===== src/rtl/rc4_skew_feeder_pkg.sv =====
// -----------------------------------------------------------------------------
// rc4_pkg
// Shared constants and the result record for the 4-bit bit-pipelined
// ripple-carry adder wrapper (rc4_skew_feeder) and its result FIFO.
//   RC4_WIDTH      adder bit width
//   RC4_LAT        adder latency in cycles (one registered carry per slice)
//   RC4_DEPTH_MIN  smallest result FIFO that sustains one operation per cycle
//   rc4_result_t   {cout, sum} as pushed into the result FIFO
// -----------------------------------------------------------------------------
package rc4_pkg;

    localparam int RC4_WIDTH     = 4;
    localparam int RC4_LAT       = RC4_WIDTH;
    localparam int RC4_DEPTH_MIN = RC4_WIDTH + 1;

    typedef struct packed {
        logic                 cout;
        logic [RC4_WIDTH-1:0] sum;
    } rc4_result_t;

endpackage


===== src/rtl/rc4_skew_feeder_result_fifo.sv =====
// -----------------------------------------------------------------------------
// rc4_result_fifo
// Synchronous first-word-fall-through FIFO holding reassembled adder results.
// The head entry is presented on pop_data_o while empty_o is low.
// A push together with a pop on a full FIFO is legal (both happen). The
// writer is responsible for never pushing into a full FIFO without a pop.
// There is no empty-FIFO bypass: a pushed word becomes visible on the next
// cycle.
// Ports:
//   clk, rst       clock, asynchronous active-high reset (empties the FIFO)
//   push_i         write push_data_i at the tail
//   push_data_i    {cout, sum}
//   pop_i          drop the head entry (ignored when empty)
//   pop_data_o     head entry
//   full_o         DEPTH entries held
//   empty_o        no entries held
//   count_o        number of entries held
// -----------------------------------------------------------------------------
module rc4_result_fifo
    import rc4_pkg::*;
#(
    parameter int DEPTH = 8
) (
    input  logic                       clk,
    input  logic                       rst,
    input  logic                       push_i,
    input  logic [RC4_WIDTH:0]         push_data_i,
    input  logic                       pop_i,
    output logic [RC4_WIDTH:0]         pop_data_o,
    output logic                       full_o,
    output logic                       empty_o,
    output logic [$clog2(DEPTH+1)-1:0] count_o
);

    localparam int PTR_W = (DEPTH > 1) ? $clog2(DEPTH) : 1;
    localparam int CNT_W = $clog2(DEPTH + 1);

    rc4_result_t      mem_q [DEPTH];
    logic [PTR_W-1:0] wr_ptr_q, wr_ptr_d;
    logic [PTR_W-1:0] rd_ptr_q, rd_ptr_d;
    logic [CNT_W-1:0] count_q, count_d;
    logic             do_push, do_pop;

    // Pointers wrap explicitly so DEPTH need not be a power of two.
    function automatic logic [PTR_W-1:0] ptr_inc(input logic [PTR_W-1:0] p);
        return (p == PTR_W'(DEPTH - 1)) ? '0 : p + PTR_W'(1);
    endfunction

    assign full_o     = (count_q == CNT_W'(DEPTH));
    assign empty_o    = (count_q == '0);
    assign count_o    = count_q;
    assign pop_data_o = mem_q[rd_ptr_q];

    assign do_push = push_i;
    assign do_pop  = pop_i && !empty_o;

    always_comb begin
        wr_ptr_d = wr_ptr_q;
        rd_ptr_d = rd_ptr_q;
        count_d  = count_q;
        if (do_push) begin
            wr_ptr_d = ptr_inc(wr_ptr_q);
        end
        if (do_pop) begin
            rd_ptr_d = ptr_inc(rd_ptr_q);
        end
        case ({do_push, do_pop})
            2'b10:   count_d = count_q + CNT_W'(1);
            2'b01:   count_d = count_q - CNT_W'(1);
            default: count_d = count_q;
        endcase
    end

    always_ff @(posedge clk or posedge rst) begin
        if (rst) begin
            wr_ptr_q <= '0;
            rd_ptr_q <= '0;
            count_q  <= '0;
        end else begin
            wr_ptr_q <= wr_ptr_d;
            rd_ptr_q <= rd_ptr_d;
            count_q  <= count_d;
        end
    end

    // Storage is data only; emptiness is tracked by count_q.
    always_ff @(posedge clk) begin
        if (do_push) begin
            mem_q[wr_ptr_q] <= push_data_i;
        end
    end

endmodule


===== src/rtl/rc4_skew_feeder.sv =====
// -----------------------------------------------------------------------------
// rc4_skew_feeder
// Operand-skew / result-deskew wrapper around a bit-pipelined ripple-carry
// adder whose carries are registered between bit slices. Bit i of an accepted
// operand pair is driven to the adder i+1 cycles after acceptance, so every
// slice meets the carry produced by the same transaction. The staggered sum
// bits are realigned, combined with the carry-out and queued in a result FIFO.
// The adder cannot stall, so acceptance is limited by a credit counter that
// counts operations accepted but not yet popped from the FIFO.
// Ports:
//   clk, rst              clock, asynchronous active-high reset
//   in_valid/in_ready     operand handshake; in_a, in_b, in_cin operands
//   add_a, add_b, add_cin skewed operands to the adder (cin travels with bit 0)
//   add_sum, add_cout     adder outputs (cout valid with the top bit)
//   out_valid/out_ready   result handshake; out_data = {cout, sum}
// -----------------------------------------------------------------------------
module rc4_skew_feeder
    import rc4_pkg::*;
#(
    parameter int WIDTH = RC4_WIDTH,
    parameter int DEPTH = 8
) (
    input  logic             clk,
    input  logic             rst,
    input  logic             in_valid,
    output logic             in_ready,
    input  logic [WIDTH-1:0] in_a,
    input  logic [WIDTH-1:0] in_b,
    input  logic             in_cin,
    output logic [WIDTH-1:0] add_a,
    output logic [WIDTH-1:0] add_b,
    output logic             add_cin,
    input  logic [WIDTH-1:0] add_sum,
    input  logic             add_cout,
    output logic             out_valid,
    input  logic             out_ready,
    output logic [WIDTH:0]   out_data
);

    localparam int CNT_W = $clog2(DEPTH + 1);

    logic             live_q;
    logic [CNT_W-1:0] outstanding_q, outstanding_d;
    logic             accept, pop;
    logic [WIDTH-1:0] a_slot, b_slot;
    logic             cin_slot;
    logic             cin_q;
    logic [WIDTH-1:0] sum_aligned;
    logic [WIDTH-1:0] vld_q;
    rc4_result_t      result;
    logic             fifo_push;
    logic [WIDTH:0]   fifo_data;
    logic             fifo_full, fifo_empty;
    logic [CNT_W-1:0] fifo_count;

    // ---------------------------------------------------------------- credits
    // live_q holds in_ready low until the first edge after reset release.
    assign in_ready = live_q && (outstanding_q < CNT_W'(DEPTH));
    assign accept   = in_valid && in_ready;
    assign pop      = out_valid && out_ready;

    always_comb begin
        outstanding_d = outstanding_q;
        case ({accept, pop})
            2'b10:   outstanding_d = outstanding_q + CNT_W'(1);
            2'b01:   outstanding_d = outstanding_q - CNT_W'(1);
            default: outstanding_d = outstanding_q;
        endcase
    end

    always_ff @(posedge clk or posedge rst) begin
        if (rst) begin
            live_q        <= 1'b0;
            outstanding_q <= '0;
        end else begin
            live_q        <= 1'b1;
            outstanding_q <= outstanding_d;
        end
    end

    // ------------------------------------------------------------ operand skew
    // Unaccepted slots carry zeros, which generate no carry inside the adder.
    assign a_slot   = accept ? in_a : '0;
    assign b_slot   = accept ? in_b : '0;
    assign cin_slot = accept && in_cin;

    for (genvar i = 0; i < WIDTH; i++) begin : g_skew
        logic [i:0] a_sr_q, b_sr_q;
        if (i == 0) begin : g_first
            always_ff @(posedge clk or posedge rst) begin
                if (rst) begin
                    a_sr_q <= '0;
                    b_sr_q <= '0;
                end else begin
                    a_sr_q <= a_slot[i];
                    b_sr_q <= b_slot[i];
                end
            end
        end else begin : g_rest
            always_ff @(posedge clk or posedge rst) begin
                if (rst) begin
                    a_sr_q <= '0;
                    b_sr_q <= '0;
                end else begin
                    a_sr_q <= {a_sr_q[i-1:0], a_slot[i]};
                    b_sr_q <= {b_sr_q[i-1:0], b_slot[i]};
                end
            end
        end
        assign add_a[i] = a_sr_q[i];
        assign add_b[i] = b_sr_q[i];
    end

    always_ff @(posedge clk or posedge rst) begin
        if (rst) begin
            cin_q <= 1'b0;
        end else begin
            cin_q <= cin_slot;
        end
    end

    assign add_cin = cin_q;

    // ---------------------------------------------------------- result deskew
    // Sum bit i is valid one edge after it was driven; it is delayed by
    // WIDTH-1-i more registers so every bit lines up with the top bit,
    // which (with cout) is taken straight from the adder.
    for (genvar i = 0; i < WIDTH - 1; i++) begin : g_deskew
        localparam int D = WIDTH - 1 - i;
        logic [D-1:0] sr_q;
        if (D == 1) begin : g_one
            always_ff @(posedge clk or posedge rst) begin
                if (rst) begin
                    sr_q <= '0;
                end else begin
                    sr_q <= add_sum[i];
                end
            end
        end else begin : g_many
            always_ff @(posedge clk or posedge rst) begin
                if (rst) begin
                    sr_q <= '0;
                end else begin
                    sr_q <= {sr_q[D-2:0], add_sum[i]};
                end
            end
        end
        assign sum_aligned[i] = sr_q[D-1];
    end

    assign sum_aligned[WIDTH-1] = add_sum[WIDTH-1];

    // ---------------------------------------------------------- valid pipe
    always_ff @(posedge clk or posedge rst) begin
        if (rst) begin
            vld_q <= '0;
        end else begin
            vld_q <= {vld_q[WIDTH-2:0], accept};
        end
    end

    assign result.cout = add_cout;
    assign result.sum  = sum_aligned;

    // Credits already prevent overflow; the full check keeps the FIFO safe
    // should the credit limit and FIFO depth ever be made to disagree.
    assign fifo_push = vld_q[WIDTH-1] && (!fifo_full || pop);

    // ---------------------------------------------------------- result FIFO
    rc4_result_fifo #(
        .DEPTH (DEPTH)
    ) u_fifo (
        .clk         (clk),
        .rst         (rst),
        .push_i      (fifo_push),
        .push_data_i (result),
        .pop_i       (pop),
        .pop_data_o  (fifo_data),
        .full_o      (fifo_full),
        .empty_o     (fifo_empty),
        .count_o     (fifo_count)
    );

    assign out_valid = (fifo_count != '0);
    assign out_data  = fifo_empty ? '0 : fifo_data;

endmodule


===== config.mk =====
export PLATFORM = sky130hd
export DESIGN_NAME = rc4_skew_feeder
export DESIGN_NICKNAME = d
export VERILOG_FILES = /design/src/rtl/rc4_skew_feeder_pkg.sv /design/src/rtl/rc4_skew_feeder_result_fifo.sv /design/src/rtl/rc4_skew_feeder.sv
export SDC_FILE = /design/constraint.sdc
export NUM_CORES = 1
export LEC_CHECK = 0
export BUFFER_PORTS_ARGS = -buffer_cell sky130_fd_sc_hd__buf_2
export CAP_MARGIN = 20
export CELL_PAD_IN_SITES_DETAIL_PLACEMENT = 1
export CELL_PAD_IN_SITES_GLOBAL_PLACEMENT = 2
export CORE_AREA = 5 5 94 96
export CTS_BUF_LIST = sky130_fd_sc_hd__clkbuf_8
export CTS_CLUSTER_DIAMETER = 80
export DETAILED_ROUTE_END_ITERATION = 8
export DIE_AREA = 0 0 99 101
export GPL_TIMING_DRIVEN = 0
export PLACE_DENSITY = 0.85
export SYNTH_ARGS = -nofsm -noshare
export SYNTH_HDL_FRONTEND = slang
export SYNTH_SLANG_ARGS = --single-unit

===== constraint.sdc =====
create_clock -name clk -period 2.93 [get_ports clk]
set_clock_uncertainty 0.1 [all_clocks]
set_input_delay 0.586 -clock clk [delete_from_list [all_inputs] [get_ports clk]]
set_output_delay 0.586 -clock clk [all_outputs]
set_load 0.02 [all_outputs]

==> results of run 1 <==
## per-stage QoR
stage	util	hold slack [ns]	std cells	instance area, um2
5_1_grt	0.499	0.147	368	3980
6_report	0.499	0.128	368	3980
4_1_cts	0.497	0.127	366	3960
3_5_place_dp	0.473	0.236	350	3770
3_3_place_gp	0.470	0.231	349	3750
2_1_floorplan	-	0.231	211	3450
## final cells by class
cell class	instances	area (um2)
clock buffer	9	124
clock inverter	7	73.8
sequential	86	2350
multi-input combinational	101	966
buffer	14	93.8
fill	798	3990
tap	105	131
timing repair buffer	36	198
inverter	10	37.5
## synth_stat cells (all sizes together) (3+ instances only)
master	count
xor2	5
a21oi	3
inv	10
mux4	10
and3	9
nor2	10
nor3	7
or3	3
edfxtp	40
buf	10
o21ai	4
ha	10
clkbuf	4
nand2b	4
mux2	4
nor4	3
nand2	6
dfrtp	46
mux2i	5
## worst max path at each step
stage / start / to / cells after the start
2_1_floorplan: u_fifo.count_o[2]$_DFFE_PP0P_ / u_fifo.count_o[2]$_DFFE_PP0P_ / 11
3_5_place_dp: u_fifo.count_o[2]$_DFFE_PP0P_ / outstanding_q[3]$_DFFE_PP0P_ / 10
5_1_grt: u_fifo.rd_ptr_q[1]$_DFFE_PP0P_ / out_data[0] / 5
6_report: u_fifo.rd_ptr_q[0]$_DFFE_PP0P_ / out_data[0] / 5
4_1_cts: u_fifo.count_o[2]$_DFFE_PP0P_ / outstanding_q[3]$_DFFE_PP0P_ / 10
3_3_place_gp: u_fifo.count_o[2]$_DFFE_PP0P_ / outstanding_q[3]$_DFFE_PP0P_ / 10
## state kept, by name (all words and copies together) (netlist names)
name,flops
u_fifo.rd_ptr_q,3
u_fifo.wr_ptr_q,3
u_fifo.mem_q,40
g_deskew.sr_q,6
live_q,1
g_skew.a_sr_q,10
outstanding_q,4
vld_q,4
add_cin,1
u_fifo.count_o,4
g_skew.b_sr_q,10
## power groups by stage
stage                     logic (W)  clock network, W  registers [W]
final                       0.00106          0.000816        0.00161
after global routing        0.00119          0.000909        0.00164
after CTS                   0.00109          0.000845        0.00161
after detailed placement    0.00109                 0        0.00163
after global placement      0.00104                 0        0.00162
after floorplan            0.000830                 0        0.00159
## kinds of logic after synthesis
logic type / count (synthesis)
AO/OA/AOI/OAI: 14
other: 1
AND/OR/NAND/NOR: 49
XOR/XNOR: 7
adder cells (fa/ha/maj): 11
buffers and inverters: 24
flip-flops: 86
multiplexers: 19
## repair_timing
| action | 4_1_cts | 5_1_grt |
|---|---|---|
| setup endpoints to repair | 0 | 2 |
| buffers inserted | 0 | 1 |
| gates resized for setup | 0 | 0 |
## metal layers
layer / track usage / vias to the layer above / share of wire / wire length, um
met2: 0.209 / 38 / 0.50 / 2850
met1: 0.154 / 899 / 0.44 / 2480
met5: 0 / - / 0 / 0
met4: 0.0536 / 0 / 0.015 / 86
li1: - / 856 / - / -
met3: 0.0360 / 9 / 0.049 / 282
==> results.toml, run 1 <==
[worst_setup_path]
cp_num_buf_inv = 2
crit_family = "multiplexers"
slowest_delay_ns = 0.57
required_ns = 2.24
reg2reg_depth = 10
cp-start-kind = "flip-flop"
reg2reg_slack_ns = 0.47
crit_type = "reg -> out"
r2r-start = "u_fifo.count_o[2]$_DFFE_PP0P_"
cp.arrival_ns = 1.97
cp_cell_sequence = "buf_6, mux4_1, mux2i_1, nor2_1, buf_2"
r2r-end = "outstanding_q[3]$_DFFE_PP0P_"
end_kind = "output port"
critPathSlowestCell = "mux4_1"
worstPathMaxFanout = 10

[hold_path]
hold_class = "in -> async"

[routing]
remaining_drc_errors = 0
vias = 1802
postRouteAntennaNets = 0
wirelength_um = 5710
drt_iter0_drc = 72
wl_per_cell_um = 15.5
firstDrtPassIters = 4
viasPerCell = 4.90

[logic_synthesis]
syn-num-nets = 240
synth_edf_count = 40
synth_fa_ha_area_frac = 0.0421
async_flop_share = 0.535
yosysSeqAreaShare = 0.682
synth_xor_area_frac = 0.0178
synthTopCellsByArea = "edfxtp_1 35%, dfrtp_1 33%, mux4_1 7.6%"
synth-compound-area-share = 0.0301
synth_top_family_by_area = "multiplexers"
synthMuxAreaShare = 0.106
ys_warn_count = 0
synth_area_um2 = 3450
postSynthCellCount = 211
syn_avg_cell_area_um2 = 16.3
netlist-cell-type-count = 38
yosysTopAreaCell = "edfxtp_1"
yosysTopAreaCellShare = 0.348
yosys_register_bits = 86
ys.flop_type = "dfrtp_1"
yosys.area_share.simple = 0.0831

[floorplan]
die_h_um = 101
rows = 33
ios = 34
dieArea_um2 = 10000
start_util = 0.433
fp.dieW_um = 99
core_um2 = 7970

[outcome]
status = "complete, no violations"

[timing]
setup_viol = 0
timing.fmax_mhz = 377
rsz0062_at_grt = "false"
setup_tns_ns = 0
layout_min_cycle_time_ns = 2.65
layout_setup_ws_ns = 0.276
worstMarginPinSlew_ns = 1.08
slew_viol_final = 0
final-hold-violation-count = 0
post-route-period-util = 0.906
slew_headroom = 0.272

[power_and_ir_drop]
pwr-share-comb = 0.304
p_seq_frac = 0.461
p_leak_nw = 1.74
design_power_total_w = 0.00348
internal_power_w = 0.00234
p_sw_frac = 0.327
p_per_area_nw_per_um2 = 876
p_switching_w = 0.00114
peakVddDrop_mv = 0.305
p_clk_frac = 0.234

[layout]
antenna_cells = 0
layout_common_cells = "46 x dfrtp_1, 40 x edfxtp_1, 33 x buf_2"
nets = 287
area_delta_synth_final_pct = 15.3
drive_gt1_frac = 0.278
layout_commonest_cell = "dfrtp_1"

[global_routing]
antenna_found_initial = 0
grtUsageTotal = 0.126
grt_max_degree = 30
grt_pass1_wl_um = 9580
grt_pass1_vias = 1928
overflow = 0

[clock_tree]
h-tree-depth = 3
cts_max_path_buffers = 2
holdBufCountCts = 0
cts_sinks = 86
clkTransAtPathRegs_ns = 0.08
insertion_delay_ns = 0.35
cts_root_buf = "clkbuf_8"
cts_tree = "yes"
cts_buffers = 9

[placed_design]
dp_slack_ns = 0.134
hpwlAfterDp_um = 4000
place.gp.congestion = 0.722
io_buffers = 33

[job]
cap_violations = 0
(Power assumes the default switching activity.)
==> inputs of run 2 (changes only) <==
--- a/config.mk
+++ b/config.mk
@@ -15,7 +15,7 @@
 export DETAILED_ROUTE_END_ITERATION = 8
 export DIE_AREA = 0 0 99 101
 export GPL_TIMING_DRIVEN = 0
-export PLACE_DENSITY = 0.85
+export PLACE_DENSITY = 0.9
 export SYNTH_ARGS = -nofsm -noshare
 export SYNTH_HDL_FRONTEND = slang
 export SYNTH_SLANG_ARGS = --single-unit
==> run 2 against run 1 <==
  * First-iteration DRC count increased by 53%
  * Hold slack improved by 0.11 ns
  * Total power is 0.17% higher
  * Critical path depth stayed put
  * Global-route usage rose by 0.44 points
  * Wire length increased by 3.6%
  * Sequential power barely moved
  * Via count rose by 0.50%
  * Cell count up 0.27%
==> results.toml, run 2 (same netlist as run 1, synthesis figures left out) <==
[hold_path]
whs_endpoint = "g_deskew[2].sr_q$_DFF_PP0_"
hold_class = "in -> reg"
min_path_cells = 1
hp-start = "add_sum[2]"

[placed_design]
place.gp.congestion = 0.675
io_buffers = 33
hpwlAfterDp_um = 4170

[worst_setup_path]
crit_family = "multiplexers"
slowest_delay_ns = 0.43
r2r-start = "u_fifo.count_o[2]$_DFFE_PP0P_"
reg2reg_slack_ns = 0.42
worstPathMaxFanout = 10
end_kind = "output port"
cp_cell_sequence = "clkbuf_1, mux4_1, mux2i_1, nor2_1, buf_2"
critPathSlowestCell = "clkbuf_1"
cp_num_buf_inv = 2
crit_type = "reg -> out"
required_ns = 2.24
cp-start-kind = "flip-flop"
cp.arrival_ns = 1.98
reg2reg_depth = 10
r2r-end = "outstanding_q[3]$_DFFE_PP0P_"

[timing]
setup_viol = 0
rsz0062_at_grt = "false"
post-route-period-util = 0.909
timing.fmax_mhz = 375
layout_min_cycle_time_ns = 2.66
slew_headroom = 0.368
slew_viol_final = 0
final-hold-violation-count = 0
setup_tns_ns = 0
worstMarginPinSlew_ns = 0.941

[layout]
area_delta_synth_final_pct = 15.6
largest_reg_flops = 40
nets = 288
layout_common_cells = "46 x dfrtp_1, 40 x edfxtp_1, 34 x buf_2"
antenna_cells = 0
layout_commonest_cell = "dfrtp_1"
largest_register = "u_fifo.mem_q"
drive_gt1_frac = 0.280
top_regs = "u_fifo.mem_q: 40 flops, g_skew.a_sr_q: 10 flops, g_skew.b_sr_q: 10 flops"

[power_and_ir_drop]
design_power_total_w = 0.00349
p_seq_frac = 0.460
pwr-share-comb = 0.306
p_sw_frac = 0.345
internal_power_w = 0.00228
p_per_area_nw_per_um2 = 875
p_leak_nw = 1.75
peakVddDrop_mv = 0.447
p_clk_frac = 0.234
p_switching_w = 0.00120

[clock_tree]
h-tree-depth = 3
cts_resized = 0
cts_root_buf = "clkbuf_8"
clkTransAtPathRegs_ns = 0.10
cts_buffers = 9
cts_sinks = 86
insertion_delay_ns = 0.35
cts_max_path_buffers = 2
cts_tree = "yes"

[global_routing]
antenna_found_initial = 0
grt_pass1_wl_um = 9890
overflow = 0
grtUsageTotal = 0.130
grt_max_degree = 43
grt_pass1_vias = 1995

[floorplan]
dieArea_um2 = 10000
fp.dieW_um = 99
ios = 34
core_um2 = 7970
die_h_um = 101
start_util = 0.433
rows = 33

[outcome]
status = "complete, no violations"

[routing]
wl_per_cell_um = 16.0
remaining_drc_errors = 0
wirelength_um = 5910
postRouteAntennaNets = 0
drt_iter0_drc = 110
viasPerCell = 4.91
vias = 1811
firstDrtPassIters = 4

[job]
cap_violations = 0
-- run 2: power groups by stage --
stage                     Clock [W]  Sequential (W)  Combinational (W)
after floorplan                   0         0.00159           0.000830
after global placement            0         0.00162            0.00103
after detailed placement          0         0.00163            0.00109
after CTS                  0.000839         0.00161            0.00109
after global routing       0.000901         0.00163            0.00120
final                      0.000815         0.00161            0.00107
-- run 2: area by class of cell --
class                   instances  area [um2]
clock inverters                 7        76.3
flip-flops and latches         86        2350
repair buffers                 37         208
inverters                      10        37.5
fillers                       779        3980
clock buffers                   9         124
well taps                     105         131
multi-input cells             101         966
plain buffers                  14        93.8
-- run 2: per-stage QoR --
stage	instances	utilization	cell area (um2)	hold WS, ns	worst slack [ns]
3_5_place_dp	351	0.473	3770	0.236	0.115
5_1_grt	369	0.501	3990	0.217	0.0870
3_3_place_gp	349	0.470	3750	0.231	0.215
4_1_cts	368	0.500	3980	0.220	0.101
2_1_floorplan	211	-	3450	0.231	0.477
6_report	369	0.501	3990	0.234	0.267
-- run 2: routing by layer --
metal	routed length [um]	vias to the layer above	global-route usage
li1	-	857	-
met1	2380	910	0.151
met2	3170	39	0.236
met3	292	5	0.0360
met4	68	0	0.0378
met5	0	-	0
-- run 2: how the worst max path moves through the flow --
stage | startpoint | end | slack (ns) | cells after the start
finish | u_fifo.rd_ptr_q[1]$_DFFE_PP0P_ | out_data[0] | 0.27 | 5
global route | u_fifo.rd_ptr_q[1]$_DFFE_PP0P_ | out_data[0] | 0.09 | 5
CTS | u_fifo.count_o[2]$_DFFE_PP0P_ | outstanding_q[3]$_DFFE_PP0P_ | 0.10 | 10
detailed placement | u_fifo.count_o[2]$_DFFE_PP0P_ | outstanding_q[3]$_DFFE_PP0P_ | 0.12 | 10
global placement | u_fifo.count_o[2]$_DFFE_PP0P_ | outstanding_q[3]$_DFFE_PP0P_ | 0.21 | 10
floorplan | u_fifo.count_o[2]$_DFFE_PP0P_ | u_fifo.count_o[2]$_DFFE_PP0P_ | 0.48 | 11
-- run 2: what timing repair did --
item                                   in CTS  in global routing
endpoints found under the hold margin       4                  0
hold buffers                                1                  0
setup buffers                               0                  1
setup endpoints to repair                   0                  2
